===== config.mk =====
export PLATFORM = sky130hd
export DESIGN_NAME = otter_pipe_ctrl
export DESIGN_NICKNAME = d
export VERILOG_FILES = /design/src/rtl/otter_ctrl_pkg.sv /design/src/rtl/otter_ctrl_decode.sv /design/src/rtl/otter_pipe_ctrl.sv
export SDC_FILE = /design/constraint.sdc
export NUM_CORES = 1
export LEC_CHECK = 0
export BUFFER_PORTS_ARGS = -buffer_cell sky130_fd_sc_hd__buf_2
export CAP_MARGIN = 20
export CELL_PAD_IN_SITES_DETAIL_PLACEMENT = 0
export CELL_PAD_IN_SITES_GLOBAL_PLACEMENT = 1
export CORE_ASPECT_RATIO = 1.2
export CORE_MARGIN = 4
export CORE_UTILIZATION = 42
export DETAILED_ROUTE_END_ITERATION = 8
export GPL_ROUTABILITY_DRIVEN = 1
export PLACE_DENSITY_LB_ADDON = 0.1
export SETUP_SLACK_MARGIN = 0.05
export SLEW_MARGIN = 20
export SYNTH_ARGS = -nofsm -noshare
export SYNTH_HDL_FRONTEND = slang
export SYNTH_SLANG_ARGS = --single-unit

===== constraint.sdc =====
create_clock -name clk -period 5.8 [get_ports clk]
set_clock_uncertainty 0.15 [all_clocks]
set_input_delay 0.29 -clock clk [delete_from_list [all_inputs] [get_ports clk]]
set_output_delay 0.29 -clock clk [all_outputs]
set_load 0.1 [all_outputs]

===== src/rtl/otter_ctrl_pkg.sv =====
// Shared types for the OTTER pipelined control unit.
// Opcodes, branch func3 codes, the per-stage control word and selects.
package otter_ctrl_pkg;

    typedef enum logic [6:0] {
        OPC_LUI    = 7'b0110111,
        OPC_AUIPC  = 7'b0010111,
        OPC_JAL    = 7'b1101111,
        OPC_JALR   = 7'b1100111,
        OPC_BRANCH = 7'b1100011,
        OPC_LOAD   = 7'b0000011,
        OPC_STORE  = 7'b0100011,
        OPC_OP_IMM = 7'b0010011,
        OPC_OP     = 7'b0110011,
        OPC_SYSTEM = 7'b1110011
    } opcode_t;

    typedef enum logic [2:0] {
        BR_EQ  = 3'b000,
        BR_NE  = 3'b001,
        BR_LT  = 3'b100,
        BR_GE  = 3'b101,
        BR_LTU = 3'b110,
        BR_GEU = 3'b111
    } br_func3_t;

    typedef struct packed {
        logic [3:0] alu_func;
        logic       mem_read;
        logic       mem_write;
        logic       mem_sign;
        logic [1:0] mem_size;
        logic       reg_wr_en;
        logic       csr_write;
        logic [1:0] rf_wr_sel;
        logic [4:0] rd;
        logic       valid;
    } ctrl_t;

    localparam ctrl_t CTRL_BUBBLE = '0;

    localparam logic [1:0] FWD_RF  = 2'd0;
    localparam logic [1:0] FWD_MEM = 2'd1;
    localparam logic [1:0] FWD_WB  = 2'd2;

    localparam logic [2:0] PC_PLUS4  = 3'd0;
    localparam logic [2:0] PC_JAL    = 3'd1;
    localparam logic [2:0] PC_BRANCH = 3'd2;
    localparam logic [2:0] PC_JALR   = 3'd3;
    localparam logic [2:0] PC_MTVEC  = 3'd5;

    function automatic logic br_cond(
        input logic [2:0] f3,
        input logic       eq,
        input logic       lt,
        input logic       ltu
    );
        logic r;
        r = 1'b0;
        case (br_func3_t'(f3))
            BR_EQ:   r = eq;
            BR_NE:   r = ~eq;
            BR_LT:   r = lt;
            BR_GE:   r = ~lt;
            BR_LTU:  r = ltu;
            BR_GEU:  r = ~ltu;
            default: r = 1'b0;
        endcase
        return r;
    endfunction

endpackage


===== src/rtl/otter_ctrl_decode.sv =====
// Combinational decode of the decode-stage IR into a control word,
// register-usage bits, operand selects and transfer-type flags.
module otter_ctrl_decode
    import otter_ctrl_pkg::*;
(
    input  logic [31:0] ir,
    output ctrl_t       ctrl,
    output logic        use_rs1,
    output logic        use_rs2,
    output logic        alu_srca,
    output logic [1:0]  alu_srcb,
    output logic        is_jal,
    output logic        is_jalr,
    output logic        is_branch,
    output logic        is_trap
);

    opcode_t    opc;
    logic [2:0] f3;
    logic       f7b5;
    logic       unused_ir;

    assign opc       = opcode_t'(ir[6:0]);
    assign f3        = ir[14:12];
    assign f7b5      = ir[30];
    assign unused_ir = ^{ir[31], ir[29:15]};

    always_comb begin
        ctrl      = CTRL_BUBBLE;
        ctrl.rd   = ir[11:7];
        use_rs1   = 1'b1;
        use_rs2   = 1'b0;
        alu_srca  = 1'b0;
        alu_srcb  = 2'd0;
        is_jal    = 1'b0;
        is_jalr   = 1'b0;
        is_branch = 1'b0;
        is_trap   = 1'b0;
        unique case (1'b1)
            opc == OPC_LUI: begin
                ctrl.valid     = 1'b1;
                ctrl.reg_wr_en = 1'b1;
                ctrl.rf_wr_sel = 2'd3;
                ctrl.alu_func  = 4'd9;
                alu_srca       = 1'b1;
                use_rs1        = 1'b0;
            end
            opc == OPC_AUIPC: begin
                ctrl.valid     = 1'b1;
                ctrl.reg_wr_en = 1'b1;
                ctrl.rf_wr_sel = 2'd3;
                alu_srca       = 1'b1;
                alu_srcb       = 2'd3;
                use_rs1        = 1'b0;
            end
            opc == OPC_JAL: begin
                ctrl.valid     = 1'b1;
                ctrl.reg_wr_en = 1'b1;
                ctrl.alu_func  = 4'd9;
                use_rs1        = 1'b0;
                is_jal         = 1'b1;
            end
            opc == OPC_JALR: begin
                ctrl.valid     = 1'b1;
                ctrl.reg_wr_en = 1'b1;
                ctrl.alu_func  = 4'd9;
                alu_srcb       = 2'd1;
                is_jalr        = 1'b1;
            end
            opc == OPC_BRANCH: begin
                ctrl.valid = 1'b1;
                use_rs2    = 1'b1;
                is_branch  = 1'b1;
            end
            opc == OPC_LOAD: begin
                ctrl.valid     = 1'b1;
                ctrl.reg_wr_en = 1'b1;
                ctrl.rf_wr_sel = 2'd2;
                ctrl.mem_read  = 1'b1;
                ctrl.mem_sign  = f3[2];
                ctrl.mem_size  = f3[1:0];
                alu_srcb       = 2'd1;
            end
            opc == OPC_STORE: begin
                ctrl.valid     = 1'b1;
                ctrl.mem_write = 1'b1;
                ctrl.mem_sign  = f3[2];
                ctrl.mem_size  = f3[1:0];
                alu_srcb       = 2'd2;
                use_rs2        = 1'b1;
            end
            opc == OPC_OP_IMM: begin
                ctrl.valid     = 1'b1;
                ctrl.reg_wr_en = 1'b1;
                ctrl.rf_wr_sel = 2'd3;
                ctrl.alu_func  = {(f3 == 3'b101) & f7b5, f3};
                alu_srcb       = 2'd1;
            end
            opc == OPC_OP: begin
                ctrl.valid     = 1'b1;
                ctrl.reg_wr_en = 1'b1;
                ctrl.rf_wr_sel = 2'd3;
                ctrl.alu_func  = {f7b5, f3};
                use_rs2        = 1'b1;
            end
            opc == OPC_SYSTEM: begin
                ctrl.valid     = 1'b1;
                ctrl.alu_func  = 4'd9;
                ctrl.rf_wr_sel = 2'd1;
                ctrl.reg_wr_en = (f3 != 3'd0);
                ctrl.csr_write = (f3 != 3'd0);
                is_trap        = (f3 == 3'd0);
            end
            default: begin
                use_rs1 = 1'b0;
            end
        endcase
    end

endmodule


===== src/rtl/otter_pipe_ctrl.sv =====
// OTTER 5-stage control: stage control words, hazards, forwarding, flush.
// Forwarding and write-through regfile assumed when OTTER_FWD_EN is defined.
module otter_pipe_ctrl
    import otter_ctrl_pkg::*;
#(
    parameter int FLUSH_CYCLES = 1,
    parameter int RA_W         = 5
) (
    input  logic            clk,
    input  logic            rst,
    input  logic [31:0]     dec_ir,
    input  logic            dec_valid,
    input  logic            br_eq,
    input  logic            br_lt,
    input  logic            br_ltu,
    input  logic            mem_ready,
    output logic            alu_srca,
    output logic [1:0]      alu_srcb,
    output logic [2:0]      pc_source,
    output logic            stall_pc,
    output logic            stall_dec,
    output logic            flush_dec,
    output logic [3:0]      ex_alu_func,
    output logic [1:0]      fwd_a,
    output logic [1:0]      fwd_b,
    output logic            ex_valid,
    output logic            mem_read,
    output logic            mem_write,
    output logic            mem_sign,
    output logic [1:0]      mem_size,
    output logic            mem_valid,
    output logic            wb_reg_wr_en,
    output logic            wb_csr_write,
    output logic [1:0]      wb_rf_wr_sel,
    output logic [RA_W-1:0] wb_wa,
    output logic            wb_valid
);

    ctrl_t      dc, dw, ex_q, mem_q, wb_q;
    logic       use_rs1, use_rs2, srca;
    logic [1:0] srcb;
    logic       is_jal, is_jalr, is_branch, is_trap;
    logic [1:0] fa, fb, ex_fa_q, ex_fb_q;
    logic [2:0] flush_cnt, xfer_sel;
    logic       dec_bub_q, dv, freeze, stall, taken;
    logic       r1_ex, r2_ex, r1_mem, r2_mem;

    logic [RA_W-1:0] rs1, rs2;

    otter_ctrl_decode u_dec (
        .ir        (dec_ir),
        .ctrl      (dc),
        .use_rs1   (use_rs1),
        .use_rs2   (use_rs2),
        .alu_srca  (srca),
        .alu_srcb  (srcb),
        .is_jal    (is_jal),
        .is_jalr   (is_jalr),
        .is_branch (is_branch),
        .is_trap   (is_trap)
    );

    function automatic logic hit(
        input logic [RA_W-1:0] rs,
        input logic            used,
        input ctrl_t           w
    );
        return used && (rs != '0) && w.valid && w.reg_wr_en
            && (w.rd[RA_W-1:0] == rs);
    endfunction

    // decode may hold a bubble loaded by a flush even if fetch says valid
    assign dv     = dec_valid & ~dec_bub_q & dc.valid;
    assign dw     = dv ? dc : CTRL_BUBBLE;
    assign rs1    = dec_ir[15 +: RA_W];
    assign rs2    = dec_ir[20 +: RA_W];
    assign r1_ex  = hit(rs1, use_rs1, ex_q);
    assign r2_ex  = hit(rs2, use_rs2, ex_q);
    assign r1_mem = hit(rs1, use_rs1, mem_q);
    assign r2_mem = hit(rs2, use_rs2, mem_q);

    assign freeze = mem_q.valid & (mem_q.mem_read | mem_q.mem_write)
                  & ~mem_ready;

`ifdef OTTER_FWD_EN
    logic load_use, ctl_haz;
    assign load_use = ex_q.mem_read & (r1_ex | r2_ex);
    assign ctl_haz  = (is_branch | is_jalr)
                    & (r1_ex | r2_ex | r1_mem | r2_mem);
    assign stall    = dv & (load_use | ctl_haz);

    always_comb begin
        fa = FWD_RF;
        fb = FWD_RF;
        if (dv) begin
            if (r1_ex)       fa = FWD_MEM;
            else if (r1_mem) fa = FWD_WB;
            if (r2_ex)       fb = FWD_MEM;
            else if (r2_mem) fb = FWD_WB;
        end
    end
`else
    logic r1_wb, r2_wb;
    assign r1_wb = hit(rs1, use_rs1, wb_q);
    assign r2_wb = hit(rs2, use_rs2, wb_q);
    assign stall = dv & (r1_ex | r2_ex | r1_mem | r2_mem | r1_wb | r2_wb);
    assign fa    = FWD_RF;
    assign fb    = FWD_RF;
`endif

    always_comb begin
        xfer_sel = PC_PLUS4;
        unique case (1'b1)
            is_jal:    xfer_sel = PC_JAL;
            is_jalr:   xfer_sel = PC_JALR;
            is_branch: xfer_sel = br_cond(dec_ir[14:12], br_eq, br_lt, br_ltu)
                                ? PC_BRANCH : PC_PLUS4;
            is_trap:   xfer_sel = PC_MTVEC;
            default:   xfer_sel = PC_PLUS4;
        endcase
    end

    assign taken     = dv & (xfer_sel != PC_PLUS4) & ~stall & ~freeze;
    assign pc_source = taken ? xfer_sel : PC_PLUS4;
    assign flush_dec = taken | (flush_cnt != 3'd0);
    assign stall_pc  = stall | freeze;
    assign stall_dec = stall | freeze;
    assign alu_srca  = dv & srca;
    assign alu_srcb  = dv ? srcb : 2'd0;

    always_ff @(posedge clk or posedge rst) begin
        if (rst) begin
            ex_q      <= CTRL_BUBBLE;
            mem_q     <= CTRL_BUBBLE;
            wb_q      <= CTRL_BUBBLE;
            ex_fa_q   <= FWD_RF;
            ex_fb_q   <= FWD_RF;
            flush_cnt <= 3'd0;
            dec_bub_q <= 1'b0;
        end else if (!freeze) begin
            ex_q    <= stall ? CTRL_BUBBLE : dw;
            ex_fa_q <= stall ? FWD_RF : fa;
            ex_fb_q <= stall ? FWD_RF : fb;
            mem_q   <= ex_q;
            wb_q    <= mem_q;
            if (taken)
                flush_cnt <= 3'(FLUSH_CYCLES - 1);
            else if (flush_cnt != 3'd0)
                flush_cnt <= flush_cnt - 3'd1;
            if (!stall)
                dec_bub_q <= flush_dec;
        end
    end

    assign ex_alu_func  = ex_q.valid ? ex_q.alu_func : 4'd0;
    assign fwd_a        = ex_fa_q;
    assign fwd_b        = ex_fb_q;
    assign ex_valid     = ex_q.valid;
    assign mem_read     = mem_q.valid & mem_q.mem_read;
    assign mem_write    = mem_q.valid & mem_q.mem_write;
    assign mem_sign     = mem_q.valid & mem_q.mem_sign;
    assign mem_size     = mem_q.valid ? mem_q.mem_size : 2'd0;
    assign mem_valid    = mem_q.valid;
    assign wb_reg_wr_en = wb_q.valid & wb_q.reg_wr_en & ~freeze;
    assign wb_csr_write = wb_q.valid & wb_q.csr_write & ~freeze;
    assign wb_rf_wr_sel = wb_q.valid ? wb_q.rf_wr_sel : 2'd0;
    assign wb_wa        = wb_q.valid ? wb_q.rd[RA_W-1:0] : '0;
    assign wb_valid     = wb_q.valid;

endmodule


==> flow_metrics.tcl <==
set metrics [dict create \
    synth_edf_count 0 \
    final.setup.tns_ns 0 \
    die_h_um 98.7 \
    grt_pass1_wl_mm 11.7 \
    r2r-end "ex_q[2]$_DFFE_PP0N_" \
    syn_inst 328 \
    worstMarginPinSlew_ns 0.837 \
    r2r_slack_ns 3.37 \
    violations "hold timing" \
    maxCapViolCount 0 \
    routabilityCongestion 0.908 \
    synthMuxAreaShare 0 \
    min_period_ns 3.27 \
    syn_to_final_growth_pct 15.8 \
    ys_seq_area_frac 0.417 \
    worst-setup-path-type "flop to output pin" \
    power_per_cell_area_nw_per_um2 225 \
    worst_slew_margin_rel 0.442 \
    outcome "complete, but fails checks" \
    cp_data_required_time_ns 5.36 \
    diodes 0 \
    startpoint "wb_q[3]$_DFFE_PP0N_" \
    yosys.area_share.adder 0.00868 \
    cts_setup_buffers 0 \
    grt_max_degree 49 \
    yosys.area_share.simple 0.271 \
    clkTransAtPathRegs_ns 0.09 \
    htree_levels 2 \
    vias_per_cell 5.24 \
    synthTopCellsByArea "dfrtp_1 42%, nand2_1 11%, xnor2_1 8.2%, and2_1 3.5%, a32o_1 3.1%" \
    fin_crit_sh 0.563 \
    die_area_sq_um 8260 \
    first_global_vias 2400 \
    tritoncts "done" \
    gr-total-overflow 0 \
    final_util 0.508 \
    routed_wl_mm 7.00 \
    leakage_uw 0.00165 \
    start_kind "flop" \
    die_w_um 83.6 \
    vias 2459 \
    finalNetCount 424 \
    slew_violations 0 \
    rr_worst_depth 6 \
    avgSynthCellArea_sq_um 8.79 \
    cts.sinks 48 \
    setup_viol 0 \
    ant_nets 0 \
    numCtsBuffers 5 \
    synthTopCellsByCount "85 x nand2_1, 48 x dfrtp_1, 27 x xnor2_1" \
    synth_flop_cell "dfrtp_1" \
    cp.arrival_ns 2.83 \
    yosysMostFrequentCell "nand2_1" \
    synth_top_family_by_area "simple AND/OR/NAND/NOR gates" \
    dp_cells 461 \
    synth_warnings 0 \
    hold_buffers 0 \
    async_reset_ff_frac 1.00 \
    drc 0 \
    fin_cells 469 \
    fp-row-count 32 \
    ys_ff_latch 48 \
    synth_area_sq_um 2880 \
    dr.first_iter.drc_count 86 \
    cp-end-kind "output pin" \
    synth_cell_types 53 \
    root_buffer "clkbuf_8" \
    r2r-start "wb_q[3]$_DFFE_PP0N_" \
    antenna_found_initial 0 \
    clock_path_buffers 2 \
    synth_top_area_frac 0.417 \
    clk_latency_ns 0.30 \
    critPathMaxFanout 21 \
    portBuffers 62 \
    max_freq_mhz 306 \
    cts_resized 0 \
    coreArea_sq_um 6570 \
    synth_top_area_cell "dfrtp_1" \
    hp-class "primary input to async pin" \
    first_pass_iters 4 \
    ios 73 \
    drive_above_1_share 0.214 \
    rsz0062_at_grt "false" \
    wl_per_cell_um 14.9 \
    dp_hpwl_mm 5.15 \
    synthXorXnorAreaFrac 0.103 \
    peakVddDrop_v 0.000122 \
    final_hold_viol_count 48 \
    whs_ns -0.0327 \
    start_util 0.439 \
    grtUsageTotal 0.173 \
    synth_compound_area_frac 0.149 \
]
-- through the flow --
step / total power (uW) / setup WS, ns / hold WS (ns) / instance area (sq um)
CTS: 763 / 2.50 / 0.0765 / 3340
finish: 752 / 2.53 / -0.0327 / 3340
global route: 793 / 2.42 / 0.0346 / 3340
detailed placement: 514 / 2.65 / 0.299 / 3220
global placement: 508 / 2.65 / 0.291 / 3220
floorplan: 477 / 0.849 / 0.280 / 2890
-- worst max-delay path by stage --
| stage | endpoint | slack (ns) |
|---|---|---|
| final | stall_pc | 2.53 |
| after floorplan | pc_source[2] | 0.85 |
| after CTS | stall_dec | 2.50 |
| after detailed placement | pc_source[1] | 2.65 |
| after global routing | stall_pc | 2.42 |
| after global placement | pc_source[0] | 2.65 |
-- cell families after synthesis --
kind of cell,count (synthesis)
AND/OR/NAND/NOR,161
AO/OA/AOI/OAI,53
flip-flops,48
XOR/XNOR,34
buffers and inverters,29
adder cells (fa/ha/maj),2
other,1
-- routing by layer --
layer / wire length (um) / vias to the layer above / track usage
li1: - / 1231 / -
met1: 3110 / 1156 / 0.223
met2: 3420 / 66 / 0.295
met3: 374 / 6 / 0.0309
met4: 94 / 0 / 0.0557
met5: 0 / - / 0
-- sequential cells by signal (all words and copies together), names as in the netlist --
| name | count |
|---|---|
| wb_q | 9 |
| dec_bub_q | 1 |
| ex_q | 18 |
| flush_cnt | 3 |
| mem_q | 14 |
| mem_valid | 1 |
| wb_valid | 1 |
| ex_valid | 1 |
-- area by class of cell --
type                    instances  area [sq um]
repair buffers                 65           333
fillers                       691          3230
inverters                       9          35.0
clock inverters                 3          46.3
multi-input cells             254          1550
clock buffers                   5          68.8
flip-flops and latches         48          1200
well taps                      85           106
-- cells in the final DEF, fill, tap and decap left out, types with 8 or more instances in the layout --
cell type,synthesis,final
a32o_1,9,9
and2_1,16,16
buf_2,1,62
dfrtp_1,48,48
inv_1,9,8
nand2_1,85,85
nand4_1,8,8
nor2_1,11,11
nor3_1,10,10
o21ai_1,8,8
xnor2_1,27,27
-- power by group --
part           leakage, uW  total (uW)  internal, uW  switching, uW
Combinational     0.000938         146          53.2           93.2
Sequential        0.000659         360           350           9.58
Clock            0.0000548         246           130            116
-- critical path, stage by stage, from the launching register on --
cell and delay [ns]:
dfrtp_1 0.43, xnor2_1 0.19, nand4_1 0.11, or3_1 0.39, and3_1 0.23, o21a_1 0.45, o21ai_1 0.27, buf_2 0.46
No activity file was read; power rests on OpenSTA's default activity.
